===== config.mk =====
export PLATFORM = sky130hd
export DESIGN_NAME = spi_mem_port
export DESIGN_NICKNAME = d
export VERILOG_FILES = /design/src/rtl/spi_mem_port.sv
export SDC_FILE = /design/constraint.sdc
export NUM_CORES = 1
export LEC_CHECK = 0
export CAP_MARGIN = 20
export CELL_PAD_IN_SITES_DETAIL_PLACEMENT = 2
export CELL_PAD_IN_SITES_GLOBAL_PLACEMENT = 2
export CORE_MARGIN = 1.5
export CORE_UTILIZATION = 36
export DETAILED_ROUTE_END_ITERATION = 10
export PLACE_DENSITY = 0.92
export SLEW_MARGIN = 20
export SYNTH_ARGS = -nofsm -noshare
export SYNTH_HDL_FRONTEND = slang
export SYNTH_SLANG_ARGS = --single-unit

===== constraint.sdc =====
create_clock -name clock -period 6.3 [get_ports clock]
set_clock_uncertainty 0.1 [all_clocks]
set_input_delay 1.575 -clock clock [delete_from_list [all_inputs] [get_ports clock]]
set_output_delay 1.575 -clock clock [all_outputs]
set_load 0.03 [all_outputs]

===== src/rtl/spi_mem_port.sv =====
// spi_mem_port: serialises one controller memory request at a time as an SPI
// mode-0 READ (0x03) or WRITE (0x02) frame to the flash (PC) or RAM (MAR).
// Frame layout, MSB first: command byte, 24-bit address, data byte.
module spi_mem_port #(
   parameter int unsigned ADDR_WIDTH = 16,
   parameter int unsigned DATA_WIDTH = 8
) (
   input  logic                  clock,
   input  logic                  reset,
   input  logic [1:0]            mem_op,
   input  logic                  addr_sel,
   input  logic [ADDR_WIDTH-1:0] addr,
   input  logic [DATA_WIDTH-1:0] data_in,
   output logic [DATA_WIDTH-1:0] data_out,
   output logic                  mem_op_done,
   output logic                  busy,
   output logic                  spi_sck,
   output logic                  spi_mosi,
   input  logic                  spi_miso,
   output logic                  spi_cs_flash_n,
   output logic                  spi_cs_ram_n
);

   localparam int unsigned FRAME_BITS = 40;
   localparam int unsigned CNT_W      = 6;
   localparam int unsigned BYTE_W     = 8;
   localparam int unsigned SPI_ADDR_W = 24;

   localparam logic [1:0] OP_READ  = 2'd1;
   localparam logic [1:0] OP_WRITE = 2'd2;

   localparam logic [BYTE_W-1:0] CMD_READ  = 8'h03;
   localparam logic [BYTE_W-1:0] CMD_WRITE = 8'h02;

   typedef enum logic [1:0] {
      IDLE     = 2'd0,
      SHIFT    = 2'd1,
      DONE     = 2'd2,
      WAIT_NOP = 2'd3
   } state_t;

   state_t                  state;
   logic [FRAME_BITS-1:0]   shift_q;
   logic [CNT_W-1:0]        bit_cnt;
   logic [BYTE_W-1:0]       rx_q;
   logic                    is_read_q;

   logic                    req_read_c;
   logic                    req_write_c;
   logic [FRAME_BITS-1:0]   frame_c;
   logic [BYTE_W-1:0]       rx_next_c;

   // Decode the request and assemble the frame from the live inputs; only
   // consumed in the IDLE cycle that latches it.
   always_comb begin
      req_read_c  = (mem_op == OP_READ);
      req_write_c = (mem_op == OP_WRITE);
      frame_c     = {(req_read_c ? CMD_READ : CMD_WRITE),
                     SPI_ADDR_W'(addr),
                     (req_read_c ? 8'h00 : BYTE_W'(data_in))};
      rx_next_c   = {rx_q[BYTE_W-2:0], spi_miso};
   end

   // Transaction FSM with registered SPI pins, chip selects and status.
   always_ff @(posedge clock) begin
      if (!reset) begin
         state          <= IDLE;
         shift_q        <= '0;
         bit_cnt        <= '0;
         rx_q           <= '0;
         is_read_q      <= 1'b0;
         data_out       <= '0;
         mem_op_done    <= 1'b0;
         busy           <= 1'b0;
         spi_sck        <= 1'b0;
         spi_mosi       <= 1'b0;
         spi_cs_flash_n <= 1'b1;
         spi_cs_ram_n   <= 1'b1;
      end else begin
         mem_op_done <= 1'b0;
         case (state)
            IDLE: begin
               if (req_read_c || req_write_c) begin
                  busy      <= 1'b1;
                  is_read_q <= req_read_c;
                  if (req_write_c && !addr_sel) begin
                     // Flash is read-only: complete without touching the bus.
                     state       <= DONE;
                     mem_op_done <= 1'b1;
                  end else begin
                     state          <= SHIFT;
                     shift_q        <= frame_c;
                     bit_cnt        <= '0;
                     spi_sck        <= 1'b0;
                     spi_mosi       <= frame_c[FRAME_BITS-1];
                     spi_cs_flash_n <= addr_sel;
                     spi_cs_ram_n   <= !addr_sel;
                  end
               end
            end

            SHIFT: begin
               if (!spi_sck) begin
                  spi_sck <= 1'b1;
               end else begin
                  // End of high phase: sample MISO, then advance or finish.
                  rx_q    <= rx_next_c;
                  spi_sck <= 1'b0;
                  if (bit_cnt == CNT_W'(FRAME_BITS - 1)) begin
                     state          <= DONE;
                     mem_op_done    <= 1'b1;
                     spi_mosi       <= 1'b0;
                     spi_cs_flash_n <= 1'b1;
                     spi_cs_ram_n   <= 1'b1;
                     if (is_read_q) begin
                        data_out <= DATA_WIDTH'(rx_next_c);
                     end
                  end else begin
                     bit_cnt  <= CNT_W'(bit_cnt + 1'b1);
                     shift_q  <= {shift_q[FRAME_BITS-2:0], 1'b0};
                     spi_mosi <= shift_q[FRAME_BITS-2];
                  end
               end
            end

            DONE: begin
               state <= WAIT_NOP;
            end

            WAIT_NOP: begin
               // Hold off until the controller withdraws its request.
               if (!(req_read_c || req_write_c)) begin
                  state <= IDLE;
                  busy  <= 1'b0;
               end
            end

            default: begin
               state <= IDLE;
               busy  <= 1'b0;
            end
         endcase
      end
   end

endmodule


==> key figures, run 1 <==
Setup path
  • CP cell instances: clkdlybuf4s50_1 > inv_1 > ha_1 > nor2b_1 > o21ai_1 > buf_4 > and3_4 > o22ai_1
  • Kind of critical path: primary input to register
  • Maximum single-stage delay on the critical path: 610 ps
  • CP Launch Type: primary input
  • Slowest cell on crit path: and3_4
  • CP required: 6400 ps
  • Critical path arrival: 3860 ps
  • Crit path max fanout: 41
  • CP Capture Type: register

Global route
  • Met3 Usage GRT: 4.99%
  • Global route hottest layer: met2
  • Vias in the first global route: 2943
  • Met1 Usage GRT: 23.2%
  • Global-route met2 utilization: 36.0%
  • GRT overflow: 0
  • Largest net degree at the start of global routing: 54
  • Initial antenna violation count: 0
  • First-pass GRT wire length: 15100 µm
  • Gr usage total: 20.0%

Synthesis
  • Yosys top cell by area: dfxtp_1
  • Post-synthesis cell count: 338
  • Commonest cells in the netlist: 69 x dfxtp_1, 38 x nand2_1, 21 x mux2i_1
  • Post-synth net total: 375
  • Most numerous cell in the Yosys netlist: dfxtp_1
  • Post-Syn Area: 3170 µm²
  • Yosys top cell area share: 43.6%
  • Top FF cell, synth: dfxtp_1
  • Largest family of logic cells by synthesized area: compound AO/OA/AOI/OAI gates
  • Distinct cells, synth: 49
  • Register area share after synthesis: 43.6%
  • Mux contribution to synthesized area: 6.99%
  • YS warnings: 0
  • Synthesized flop and latch total: 69
  • Mean Syn Cell Area: 9.38 µm²
  • Largest cells by area after synthesis: dfxtp_1 44%, mux2i_1 6.6%, a211oi_2 5.9%
  • Synth Area in XOR/XNOR: 0%
  • Post-synthesis adder-cell area fraction: 2.76%
  • Synth Area in Compound Gates: 25.0%
  • EDFF count, synth: 0
  • Async set-or-reset flop fraction in the synthesized netlist: 0%
  • Post-Synth Simple-Gate Area: 15.4%

Layout
  • Fraction of layout cells with a size suffix above 1: 10.4%
  • Fillcell total: 929
  • Core Util, Final: 44.4%
  • Final Cell Area: 3840 µm²
  • Area Growth Syn to Fin: 21.0%
  • Final nets: 398
  • Non-Filler Instances: 474
  • Number of diodes: 0

Placed design
  • GPL Wtd Cong: 0.736
  • Hpwl dp: 5790 µm
  • Post-placement cell count: 458
  • Area of placed instances: 3580 µm²
  • Number of port buffers: 43

Power
  • Clk network pwr share: 25.5%
  • Max rail drop VDD: 0.194 mV
  • Sw Pwr: 703 µW
  • Pwr per Cell Area: 460 nW/µm²
  • Sequential Power Share: 33.3%
  • Internal: 1.06 mW
  • Comb power frac: 41.2%
  • Leakage: 1.37 nW
  • Switching share of power: 39.9%

Routing
  • Vias per cell: 5.85
  • Wirelength per Cell: 19.8 µm
  • Total wire length: 9400 µm
  • Post-route ant nets: 0
  • Drt first pass iters: 4
  • DRT iter0 DRCs: 134
  • DRC: 0
  • DR vias: 2772

Clocking
  • Worst-path clk slew: 80 ps
  • Clock Latency Late Sink: 350 ps
  • Post-CTS setup buffer count: 0
  • CTS tree: yes
  • TritonCTS Buffers: 9
  • # resized after CTS: 0
  • H-tree depth: 3
  • Clock Path Buffers: 2
  • Clock Sinks: 69
  • Clock root buffer: clkbuf_8
  • Hold-fix buffers, CTS: 0

Run status
  • Status: finished clean

Die
  • Cell Rows: 34
  • IO Count: 44
  • Core ar.: 8640 µm²
  • Die span in y: 96.8 µm
  • Die area: 9380 µm²
  • Die Span X: 96.8 µm
  • Initial Util: 36.7%

Min path
  • Tightest Hold Check Type: register to register

Job
  • Max-cap violations: 0

Timing
  • Final setup fails: 0
  • Rel. slew slack: 33.1%
  • Minimum clock period: 3770 ps
  • Max Clock Freq: 0.265 GHz
  • Slew Viols, Final: 0
  • Fin. Hold Viols: 0
  • Setup TNS: 0 ps
  • Worst Max-Slew Pin Slew: 1000 ps
  • Post-route clock period utilization: 59.8%
  • RSZ-0062 raised after global routing: no
==> power groups by stage <==
stage	logic, mW	registers, mW	clock network, mW
floorplan	0.600	0.582	0
global placement	0.672	0.585	0
detailed placement	0.714	0.592	0
CTS	0.729	0.587	0.460
global route	0.790	0.595	0.477
finish	0.727	0.586	0.450
==> logic make-up after synthesis <==
logic type | Yosys count
adders and majority gates | 7
buffers and inverters | 41
muxes | 22
AOI/OAI and AO/OA | 104
DFF | 69
and+or+nand+nor | 95
==> area by class of cell <==
| class | count | area, µm² | share of cell area (%) |
|---|---|---|---|
| clock buffers | 10 | 138 | 3.59 |
| flip-flops and latches | 69 | 1380 | 36.0 |
| well taps | 108 | 135 | 3.52 |
| multi-input cells | 228 | 1600 | 41.7 |
| repair buffers | 45 | 440 | 11.5 |
| clock inverters | 6 | 110 | 2.87 |
| inverters | 8 | 30.0 | 0.783 |
==> state kept, by name (all words and copies together), names as in the netlist, 2 cells and up <==
signal,count
shift_q,39
data_out,8
rx_q,7
bit_cnt,6
state,2
==> final timing paths <==
| path | startpoint | slack [ps] | end | depth (start not counted) |
|---|---|---|---|---|
| max | mem_op[0] | 2530 | shift_q[24]$_SDFFE_PN0P_ | 8 |
| min | data_out[2]$_SDFFE_PN0P_ | 360 | data_out[2]$_SDFFE_PN0P_ | 2 |
| max reg2reg | state[1]$_SDFFE_PN0P_ | 3110 | shift_q[24]$_SDFFE_PN0P_ | 6 |
| min reg2reg | data_out[2]$_SDFFE_PN0P_ | 360 | data_out[2]$_SDFFE_PN0P_ | 2 |
==> per-stage QoR <==
step	hold slack, ps	power, mW	worst slack [ps]
floorplan	337	1.18	3140
global placement	344	1.26	2340
detailed placement	353	1.31	2240
CTS	366	1.78	2550
global route	386	1.86	2410
finish	363	1.76	2530
==> cells in the final DEF (no fill, tap or decap), types with 3 or more instances in the layout <==
cell type,n
clkdlybuf4s50_1,42
nand3_1,16
o22ai_1,16
o211a_1,9
a31oi_1,16
a21oi_1,10
inv_1,7
a22oi_1,7
nor2b_1,3
clkbuf_8,10
a211oi_2,15
mux2i_1,21
o21ai_0,11
ha_1,6
nand2_1,38
nor2_1,6
nand2b_1,9
nand4_1,10
o21ai_1,5
dfxtp_1,69
bufinv_16,3
==> per-layer routing <==
metal / up-vias / wire, µm
met4: 0 / 180
met1: 1387 / 3930
met3: 19 / 312
li1: 1302 / -
met2: 64 / 4980
met5: - / 0
==> worst max-delay path, delay by kind of cell <==
| family | cells | cell delay (ps) |
|---|---|---|
| AND/OR/NAND/NOR | 2 | 800 |
| AO/OA/AOI/OAI | 2 | 370 |
| adder cells (fa/ha/maj) | 1 | 220 |
| buffers and inverters | 3 | 860 |
No activity file was read; power rests on OpenSTA's default activity.
==> inputs of run 2 (changes only) <==
--- a/config.mk
+++ b/config.mk
@@ -9,9 +9,9 @@
 export CELL_PAD_IN_SITES_DETAIL_PLACEMENT = 2
 export CELL_PAD_IN_SITES_GLOBAL_PLACEMENT = 2
 export CORE_MARGIN = 1.5
-export CORE_UTILIZATION = 36
+export CORE_UTILIZATION = 34
 export DETAILED_ROUTE_END_ITERATION = 10
-export PLACE_DENSITY = 0.92
+export PLACE_DENSITY = 0.88
 export SLEW_MARGIN = 20
 export SYNTH_ARGS = -nofsm -noshare
 export SYNTH_HDL_FRONTEND = slang
==> constraint.sdc (replaced) <==
create_clock -name clock -period 3.77 [get_ports clock]
set_clock_uncertainty 0.1 [all_clocks]
set_input_delay 0.9425 -clock clock [delete_from_list [all_inputs] [get_ports clock]]
set_output_delay 0.9425 -clock clock [all_outputs]
set_load 0.03 [all_outputs]
==> run 2 against run 1 <==
Global-route usage down 1.1 points. Wire length down 5.4%. Worst hold slack worse by 0.78 ps. Clock-buffer cell count down 1. First-iteration DRC count down 49%. Combinational power up 68%. Non-clock buffer count up 4. Clock power up 64%. Register-to-register slack worse by 2000 ps. Sequential cell count unchanged. Via count down 2.1%. Utilization down 2.2 points. Largest cell class unchanged.
==> key figures, run 2 (same netlist as run 1, synthesis figures left out) <==
Setup path
  • Slowest cell on crit path: and3_4
  • Worst R2R Start: state[1]$_SDFFE_PN0P_
  • Crit path max fanout: 41
  • CP Capture Type: register
  • Crit path from: mem_op[0]
  • CP required: 3880 ps
  • Cells on worst reg2reg path: 5
  • Worst R2R End: shift_q[33]$_SDFFE_PN0P_
  • Critical path arrival: 3120 ps
  • CP cell instances: clkdlybuf4s50_1 > inv_1 > ha_1 > nor2b_1 > o21ai_2 > and3_4 > o22ai_1
  • Kind of critical path: primary input to register
  • CP Launch Type: primary input
  • Maximum single-stage delay on the critical path: 630 ps
  • Worst R2R Setup Slack: 1100 ps

Timing
  • Worst hold slack: 362 ps
  • Worst Max-Slew Pin Slew: 646 ps
  • Rel. slew slack: 56.9%
  • Fin. Hold Viols: 0
  • Setup TNS: 0 ps
  • Final setup fails: 0
  • Setup slack after layout: 756 ps
  • Minimum clock period: 3010 ps
  • Max Clock Freq: 0.332 GHz
  • Post-route clock period utilization: 79.9%
  • Slew Viols, Final: 0
  • RSZ-0062 raised after global routing: no

Job
  • Max-cap violations: 0

Global route
  • GRT overflow: 0
  • Largest net degree at the start of global routing: 48
  • First-pass GRT wire length: 14700 µm
  • Initial antenna violation count: 0
  • Gr usage total: 18.9%
  • Vias in the first global route: 2940

Power
  • Leakage: 1.39 nW
  • Max rail drop VDD: 0.379 mV
  • Pwr per Cell Area: 760 nW/µm²

Die
  • Die Span X: 99.5 µm
  • Die span in y: 99.5 µm
  • Cell Rows: 35
  • IO Count: 44
  • Die area: 9910 µm²
  • Core ar.: 9150 µm²
  • Initial Util: 34.6%

Clocking
  • Clock Path Buffers: 2
  • Clock Sinks: 69
  • Clock root buffer: clkbuf_8
  • Clock Latency Late Sink: 360 ps
  • Worst-path clk slew: 80 ps
  • CTS tree: yes
  • Post-CTS setup buffer count: 0
  • TritonCTS Buffers: 9
  • Hold-fix buffers, CTS: 0
  • # resized after CTS: 0
  • H-tree depth: 3

Layout
  • Area Growth Syn to Fin: 21.8%
  • Number of diodes: 0
  • Biggest regs: shift_q: 39 flops, data_out: 8 flops, rx_q: 7 flops
  • Fraction of layout cells with a size suffix above 1: 11.4%
  • Core Util, Final: 42.2%
  • Max FFs per register: 39
  • Commonest non-fill, non-tap cell in the layout: dfxtp_1
  • Commonest non-fill, non-tap cells in the layout: 69 x dfxtp_1, 43 x clkdlybuf4s50_1, 38 x nand2_1
  • Largest Register: shift_q
  • Final nets: 402

Routing
  • Wirelength per Cell: 18.5 µm
  • DRC: 0
  • Drt first pass iters: 4
  • Total wire length: 8890 µm
  • Post-route ant nets: 0
  • Vias per cell: 5.64
  • DRT iter0 DRCs: 69
  • DR vias: 2715

Min path
  • Worst hold path depth: 2
  • Tightest Hold Check Type: register to register
  • Worst hold start: data_out[2]$_SDFFE_PN0P_
  • Hold EP: data_out[2]$_SDFFE_PN0P_

Placed design
  • Number of port buffers: 43
  • GPL Wtd Cong: 0.825
  • DP Worst Slack: 393 ps
  • Hpwl dp: 5860 µm

Run status
  • Status: finished clean
==> run 2: cell types whose count changed in the layout (fill, tap and decap cells not counted), sizes merged <==
cell and delta:
clkdlybuf4s50 +1, clkinvlp -2, clkbuf -1, buf +3
clkinv +3
==> run 2: power breakdown <==
group	leakage, nW	switching, mW	internal (mW)
registers	0.563	0.0994	0.878
logic	0.709	0.762	0.456
clock network	0.123	0.301	0.437
==> run 2: critical path: cells and delay by family <==
family          cells  cell delay (ps)
compound gates      2              540
fa+ha+maj           1              240
buf+inv             2              540
simple gates        2              840
==> run 2: final cells by class <==
class                   instances  area, µm²
well taps                     111        139
inverters                       8       30.0
flip-flops and latches         69       1380
repair buffers                 49        475
fillers                       988       5290
clock inverters                 7        114
clock buffers                   9        124
multi-input cells             228       1600
==> run 2: through the flow <==
step           instances  cell area [µm²]  total power, mW
2_1_floorplan        338             3170             1.98
6_report             481             3860             2.93
3_5_place_dp         465             3620             2.20
5_1_grt              481             3860             3.11
4_1_cts              481             3860             2.96
3_3_place_gp         465             3620             2.13
==> run 2: how the worst max path moves through the flow <==
stage | endpoint | slack [ps] | cells after the start
5_1_grt | shift_q[26]$_SDFFE_PN0P_ | 630 | 7
3_5_place_dp | shift_q[25]$_SDFFE_PN0P_ | 390 | 7
2_1_floorplan | shift_q[15]$_SDFFE_PN0P_ | 1250 | 8
4_1_cts | shift_q[31]$_SDFFE_PN0P_ | 720 | 7
3_3_place_gp | shift_q[33]$_SDFFE_PN0P_ | 470 | 7
6_report | shift_q[24]$_SDFFE_PN0P_ | 760 | 7
==> run 2: per-layer routing <==
metal  GRT usage [%]  wire, µm  vias up  share of wire, %
li1                -         -     1309                 -
met1            23.0      3980     1342                45
met2            33.0      4480       50                50
met3            3.79       254       14               2.9
met4            6.93       176        0               2.0
met5               0         0        -                 0
